## config.mk

```make
export PLATFORM = sky130hd
export DESIGN_NAME = ps2_host_tx_flat
export DESIGN_NICKNAME = d
export VERILOG_FILES = /design/src/rtl/ps2_pkg.sv /design/src/rtl/ps2_host_tx_if.sv /design/src/rtl/ps2_clk_filter.sv /design/src/rtl/ps2_host_tx.sv /design/src/flat_wrapper.sv
export SDC_FILE = /design/constraint.sdc
export NUM_CORES = 1
export LEC_CHECK = 0
export CAP_MARGIN = 20
export CORE_MARGIN = 1
export CORE_UTILIZATION = 55
export CTS_BUF_LIST = sky130_fd_sc_hd__clkbuf_4 sky130_fd_sc_hd__clkbuf_8 sky130_fd_sc_hd__clkbuf_16
export DETAILED_ROUTE_END_ITERATION = 8
export PLACE_DENSITY_LB_ADDON = 0.08
export SETUP_SLACK_MARGIN = 0.15
export SYNTH_ARGS = -nofsm -noshare
export SYNTH_HDL_FRONTEND = slang
export SYNTH_SLANG_ARGS = --single-unit
```

## constraint.sdc

```tcl
create_clock -name clk -period 3.6 [get_ports clk]
set_input_delay 0.54 -clock clk [delete_from_list [all_inputs] [get_ports clk]]
set_output_delay 0.54 -clock clk [all_outputs]
set_load 0.005 [all_outputs]
```

## src/rtl/ps2_pkg.sv

```systemverilog
// Shared PS/2 definitions for the host transmitter and the receiver:
// FSM state encoding, frame length and parity/cycle-count helpers.
package ps2_pkg;

    typedef enum logic [2:0] {
        IDLE,
        INHIBIT,
        REQ,
        SHIFT,
        ACK,
        RELEASE
    } ps2_state_e;

    // start + 8 data + parity + stop
    localparam int unsigned FRAME_BITS = 11;

    function automatic logic odd_parity(input logic [7:0] d);
        return ~^d;
    endfunction

    // 64-bit product keeps large frequency * microsecond values from overflowing.
    function automatic int unsigned us_to_cycles(input int unsigned us, input int unsigned hz);
        longint unsigned prod;
        prod = longint'(us) * longint'(hz);
        return int'(prod / 64'd1_000_000);
    endfunction

    function automatic int unsigned cnt_width(input int unsigned n);
        return (n > 1) ? $clog2(n) : 1;
    endfunction

endpackage

```

## src/rtl/ps2_host_tx_if.sv

```systemverilog
// Request/status handshake between a byte producer and the PS/2 host transmitter.
interface ps2_host_tx_if;
    logic [7:0] tx_data;
    logic       tx_valid;
    logic       tx_ready;
    logic       done;
    logic       error;
    logic       busy;

    modport master (
        output tx_data, tx_valid,
        input  tx_ready, done, error, busy
    );

    modport slave (
        input  tx_data, tx_valid,
        output tx_ready, done, error, busy
    );
endinterface

```

## src/rtl/ps2_clk_filter.sv

```systemverilog
// 8-sample glitch filter on the raw PS/2 clock pin with a one-cycle
// falling-edge pulse on the filtered level.
module ps2_clk_filter (
    input  logic clk,
    input  logic nRESET,
    input  logic clk_in,
    output logic level,
    output logic fall_edge
);
    logic [7:0] sreg;

    always_ff @(posedge clk or negedge nRESET) begin
        if (!nRESET) begin
            sreg      <= '1;
            level     <= 1'b1;
            fall_edge <= 1'b0;
        end else begin
            sreg      <= {sreg[6:0], clk_in};
            fall_edge <= 1'b0;
            if (sreg == '0) begin
                level <= 1'b0;
                if (level) fall_edge <= 1'b1;
            end else if (sreg == '1) begin
                level <= 1'b1;
            end
        end
    end
endmodule

```

## src/rtl/ps2_host_tx.sv

```systemverilog
// PS/2 host-to-device byte transmitter (inhibit, request-to-send, shift, ack).
// Define PS2_TX_ACK_CHECK_EN to report a missing device acknowledge as an error.
module ps2_host_tx
    import ps2_pkg::*;
#(
    parameter int unsigned CLK_FREQ_HZ = 25000000,
    parameter int unsigned INHIBIT_US  = 100,
    parameter int unsigned TIMEOUT_US  = 15000
) (
    input  logic          clk,
    input  logic          nRESET,
    ps2_host_tx_if.slave  bus,
    input  logic          ps2_clk_in,
    input  logic          ps2_dat_in,
    output logic          ps2_clk_oe,
    output logic          ps2_dat_oe
);
    localparam int unsigned INH_RAW = us_to_cycles(INHIBIT_US, CLK_FREQ_HZ);
    localparam int unsigned TMO_RAW = us_to_cycles(TIMEOUT_US, CLK_FREQ_HZ);
    localparam int unsigned INH_N   = (INH_RAW < 1) ? 1 : INH_RAW;
    localparam int unsigned TMO_N   = (TMO_RAW < 1) ? 1 : TMO_RAW;
    localparam int unsigned INH_W   = cnt_width(INH_N);
    localparam int unsigned TMO_W   = cnt_width(TMO_N);
    localparam logic [3:0]  LAST_BIT = 4'(FRAME_BITS - 3);

`ifdef PS2_TX_ACK_CHECK_EN
    localparam bit ACK_CHECK = 1'b1;
`else
    localparam bit ACK_CHECK = 1'b0;
`endif

    ps2_state_e       state, state_nx;
    logic [7:0]       data_r;
    logic             par_r;
    logic [3:0]       bit_cnt;
    logic [INH_W-1:0] inh_cnt;
    logic [TMO_W-1:0] tmo_cnt;
    logic             err_flag;
    logic             dat_r;
    logic             clk_level;
    logic             fall_edge;
    logic             inh_last;
    logic             tmo_hit;
    logic             ack_nack;
    logic             done_c;
    logic             error_c;
    logic [8:0]       frame;

    ps2_clk_filter u_clk_filter (
        .clk       (clk),
        .nRESET    (nRESET),
        .clk_in    (ps2_clk_in),
        .level     (clk_level),
        .fall_edge (fall_edge)
    );

    assign frame    = {par_r, data_r};
    assign inh_last = (inh_cnt == INH_W'(INH_N - 1));
    assign tmo_hit  = (tmo_cnt == TMO_W'(TMO_N - 1));
    assign ack_nack = ACK_CHECK && dat_r;

    always_ff @(posedge clk or negedge nRESET) begin
        if (!nRESET) state <= IDLE;
        else         state <= state_nx;
    end

    always_comb begin
        state_nx   = state;
        ps2_clk_oe = 1'b0;
        ps2_dat_oe = 1'b0;
        done_c     = 1'b0;
        error_c    = 1'b0;
        case (state)
            IDLE: begin
                if (bus.tx_valid) state_nx = INHIBIT;
            end
            INHIBIT: begin
                ps2_clk_oe = 1'b1;
                if (inh_last) begin
                    ps2_dat_oe = 1'b1;
                    state_nx   = REQ;
                end
            end
            REQ: begin
                if (tmo_hit) begin
                    error_c  = 1'b1;
                    state_nx = IDLE;
                end else begin
                    ps2_dat_oe = 1'b1;
                    if (fall_edge) state_nx = SHIFT;
                end
            end
            SHIFT: begin
                if (tmo_hit) begin
                    error_c  = 1'b1;
                    state_nx = IDLE;
                end else begin
                    ps2_dat_oe = ~frame[bit_cnt];
                    if (fall_edge && bit_cnt == LAST_BIT) state_nx = ACK;
                end
            end
            ACK: begin
                if (tmo_hit) begin
                    error_c  = 1'b1;
                    state_nx = IDLE;
                end else if (fall_edge) begin
                    error_c  = ack_nack;
                    state_nx = RELEASE;
                end
            end
            RELEASE: begin
                if (clk_level && dat_r) begin
                    done_c   = ~err_flag;
                    state_nx = IDLE;
                end
            end
            default: state_nx = IDLE;
        endcase
    end

    always_ff @(posedge clk or negedge nRESET) begin
        if (!nRESET) begin
            data_r   <= '0;
            par_r    <= 1'b0;
            bit_cnt  <= '0;
            inh_cnt  <= '0;
            tmo_cnt  <= '0;
            err_flag <= 1'b0;
            dat_r    <= 1'b1;
        end else begin
            dat_r <= ps2_dat_in;
            case (state)
                IDLE: begin
                    if (bus.tx_valid) begin
                        data_r   <= bus.tx_data;
                        par_r    <= odd_parity(bus.tx_data);
                        bit_cnt  <= '0;
                        inh_cnt  <= '0;
                        tmo_cnt  <= '0;
                        err_flag <= 1'b0;
                    end
                end
                INHIBIT: if (!inh_last) inh_cnt <= inh_cnt + 1'b1;
                SHIFT:   if (fall_edge && bit_cnt != LAST_BIT) bit_cnt <= bit_cnt + 1'b1;
                ACK:     if (fall_edge && ack_nack) err_flag <= 1'b1;
                default: ;
            endcase
            // Timeout budget spans inhibit through acknowledge; saturates at the limit.
            if ((state inside {INHIBIT, REQ, SHIFT, ACK}) && !tmo_hit)
                tmo_cnt <= tmo_cnt + 1'b1;
        end
    end

    assign bus.tx_ready = (state == IDLE);
    assign bus.busy     = (state != IDLE);
    assign bus.done     = done_c;
    assign bus.error    = error_c;

endmodule

```

## src/flat_wrapper.sv

```systemverilog
// flat-port wrapper written by rule: the top's interface ports become plain ports
module ps2_host_tx_flat import ps2_pkg::*;
#(
    parameter int unsigned CLK_FREQ_HZ = 25000000,
    parameter int unsigned INHIBIT_US  = 100,
    parameter int unsigned TIMEOUT_US  = 15000
)
  (clk, nRESET, ps2_clk_in, ps2_dat_in, ps2_clk_oe, ps2_dat_oe, bus_tx_data, bus_tx_valid, bus_tx_ready, bus_done, bus_error, bus_busy);
  ps2_host_tx_if bus_i ();
  input  logic clk;
  input  logic nRESET;
  input  logic ps2_clk_in;
  input  logic ps2_dat_in;
  output logic ps2_clk_oe;
  output logic ps2_dat_oe;
  input wire logic [$bits(bus_i.tx_data)-1:0] bus_tx_data;
  input wire logic [$bits(bus_i.tx_valid)-1:0] bus_tx_valid;
  output wire logic [$bits(bus_i.tx_ready)-1:0] bus_tx_ready;
  output wire logic [$bits(bus_i.done)-1:0] bus_done;
  output wire logic [$bits(bus_i.error)-1:0] bus_error;
  output wire logic [$bits(bus_i.busy)-1:0] bus_busy;
  assign bus_i.tx_data = bus_tx_data;
  assign bus_i.tx_valid = bus_tx_valid;
  assign bus_tx_ready = bus_i.tx_ready;
  assign bus_done = bus_i.done;
  assign bus_error = bus_i.error;
  assign bus_busy = bus_i.busy;
  ps2_host_tx #(.CLK_FREQ_HZ(CLK_FREQ_HZ), .INHIBIT_US(INHIBIT_US), .TIMEOUT_US(TIMEOUT_US)) u_core (.clk(clk), .nRESET(nRESET), .bus(bus_i), .ps2_clk_in(ps2_clk_in), .ps2_dat_in(ps2_dat_in), .ps2_clk_oe(ps2_clk_oe), .ps2_dat_oe(ps2_dat_oe));
endmodule
```

==> qor.yml <==
status: "finished, final reports clean"
layout_commonest_cell: "nand2_1"
io_pins: 19
core.rowCount: 26
ant_nets: 0
ff_latch_area_sq_um: 1460
synth-edff-count: 0
gp_congestion: 0.882
drt_iter0_drc: 135
hpwl_um: 4110
dpl_cell_area_sq_um: 3250
die_h_um: 76.4
cp_data_arrival_time_ps: 2300
grt_overflow: 0
vias_per_cell: 5.83
ir_worst_vdd_v: 0.000312
use_met1_pct: 31.7
min_period_over_period_pct: 78.9
post_cts_buffers: 0
drv_slew: 0
synth_cell_types: 51
synth.largest_area_cell: "dfrtp_1"
crit_fanout: 7
grt_usage_pct: 23.9
pre_cts_slack_ps: 1080
cp.required_ps: 3060
setup_violations: 0
worstHoldPathType: "in -> async"
tightestPinTransition_ps: 811
remaining_drc_errors: 0
portBuffers: 18
yosys_warnings: 0
dpl.cell_count: 391
p_leak_uw: 0.00153
postLayoutCellArea_sq_um: 3480
cp-end-kind: "output pin"
rsz0062_at_grt: "no"
firstDrtPassIters: 4
r2r-start: "u_core.state[0]$_DFFE_PN0P_"
fin_nets: 349
timing.final.ws_setup_ps: 758
synth_area_sq_um: 3040
clockRootBuffer: "clkbuf_8"
synthFlopType: "dfrtp_1"
ys_async_sr_fraction_pct: 100
cts_resized: 0
syn-num-nets: 330
busiest_layer: "met2"
layout_common_cells: "nand2_1, dfrtp_1, nor2_1, nand3_1, clkdlybuf4s50_1"
cts_tree: "built"
total_power_uw: 1380
synth_seq_cells: 58
multi_input_area_sq_um: 1490
tns_ps: 0
ys_top_cells_by_area: "dfrtp_1, dfstp_2, nand2_1, nand3_1, xnor2_1"
layout-drive-gt1-share_pct: 11.6
syn_avg_cell_area_sq_um: 9.72
start_util_pct: 58.5
cts_hold_buf: 0
die_area_sq_um: 5830
die_w_um: 76.4
synthCells: 313
clock_latency_ps: 330
clkTransAtPathRegs_ps: 60
htreeDepth: 3
path_class: "reg -> out"
hold_viol: 0
startpoint: "u_core.tmo_cnt[15]$_DFFE_PN0P_"
gr-usage-met3_pct: 5.63
area_growth_pct: 14.3
route.vias.total: 2371
cts_made_buffers: 9
num_antenna_cells: 0
grt_pass1_vias: 2356
p_per_area_nw_per_um2: 397
rrSetupSlack_ps: 1180
instances_no_fill: 407
finalWorstPathRequiredPeriod_ps: 2840
grt_pass1_wl_um: 10900
routedWlPerCell_um: 14.7
skew_ps: 6.91
core-area_sq_um: 5200
cts_buffer_depth: 2
met2_usage_pct: 36.8
ys_seq_area_share_pct: 48.1
drt_wl_total_um: 6000
clock-sinks: 58
cap_violations: 0
max_freq_mhz: 352
startpoint_type: "flop"
yosysTopAreaCellShare_pct: 39.5
grt_max_degree: 32
antenna_found_initial: 0
slew_headroom_pct: 45.9
nFillCells: 419
## layer usage
metal	up-vias	part of all wire, %
met5	-	0
met4	0	2.1
met3	14	4.3
met2	50	46
met1	1144	47
li1	1163	-
## final timing paths
path	depth (start not counted)	end
hold reg to reg	0	u_core.u_clk_filter.sreg[4]$_DFF_PN1_
min in group clk	0	u_core.u_clk_filter.sreg[4]$_DFF_PN1_
hold / removal	1	u_core.inh_cnt[3]$_DFFE_PN0P_
max in group asynchronous	2	u_core.tmo_cnt[3]$_DFFE_PN0P_
setup / recovery	6	ps2_dat_oe
setup reg to reg	4	u_core.tmo_cnt[2]$_DFFE_PN0P_
## critical path, stage by stage (launching register included)
cell	delay, ps
dfrtp_1	400
and2_1	220
nand4_1	220
nand4b_1	410
nand3_1	180
o21ai_0	90
clkdlybuf4s50_1	450
## where the power goes
group	switching, uW	leakage [uW]	total (uW)	internal (uW)
clock network	254	0.000113	668	414
registers	4.47	0.000695	668	663
logic	23.3	0.000727	45.4	22.0
total	282	0.00153	1380	1100
## synthesized netlist by cell type (all sizes together) (9+ instances only)
library cell	n
and3	10
dfrtp	48
dfstp	10
mux2i	10
nand2	53
nand3	24
nand4	13
nor2	24
nor3	12
o21ai	9
xnor2	13
## cells by family (layout without fill, tap and decap cells)
group           count (synthesis)  in the layout  synth area share [%]
simple gates                  165            165                  27.8
mux                            14             14                  5.51
xor+xnor                       21             21                  6.04
fa+ha+maj                       4              4                  1.64
flops                          58             58                  48.1
compound gates                 33             33                  7.94
buf+inv                        18             42                  2.92
## area by class of cell
| cell class | count | share of cell area [%] |
|---|---|---|
| flip-flops and latches | 58 | 42.1 |
| repair buffers | 20 | 5.47 |
| inverters | 6 | 0.648 |
| multi-input cells | 237 | 42.9 |
| clock inverters | 5 | 2.23 |
| well taps | 70 | 2.52 |
| clock buffers | 11 | 4.17 |
## sequential cells by signal, indices dropped and copies added, names as in the netlist
| signal | count |
|---|---|
| u_core.inh_cnt | 12 |
| u_core.u_clk_filter.fall_edge | 1 |
| u_core.tmo_cnt | 19 |
| u_core.u_clk_filter.level | 1 |
| u_core.par_r | 1 |
| u_core.u_clk_filter.sreg | 8 |
| u_core.dat_r | 1 |
| u_core.state | 3 |
| u_core.bit_cnt | 4 |
| u_core.data_r | 8 |
## per-stage QoR
step / util, % / hold WS (ps)
after floorplan: - / 244
after global placement: 62.5 / 363
after detailed placement: 62.5 / 364
after CTS: 66.8 / 224
after global routing: 66.8 / 254
final: 66.8 / 206
Note: power is estimated with default switching activity, not from simulation.
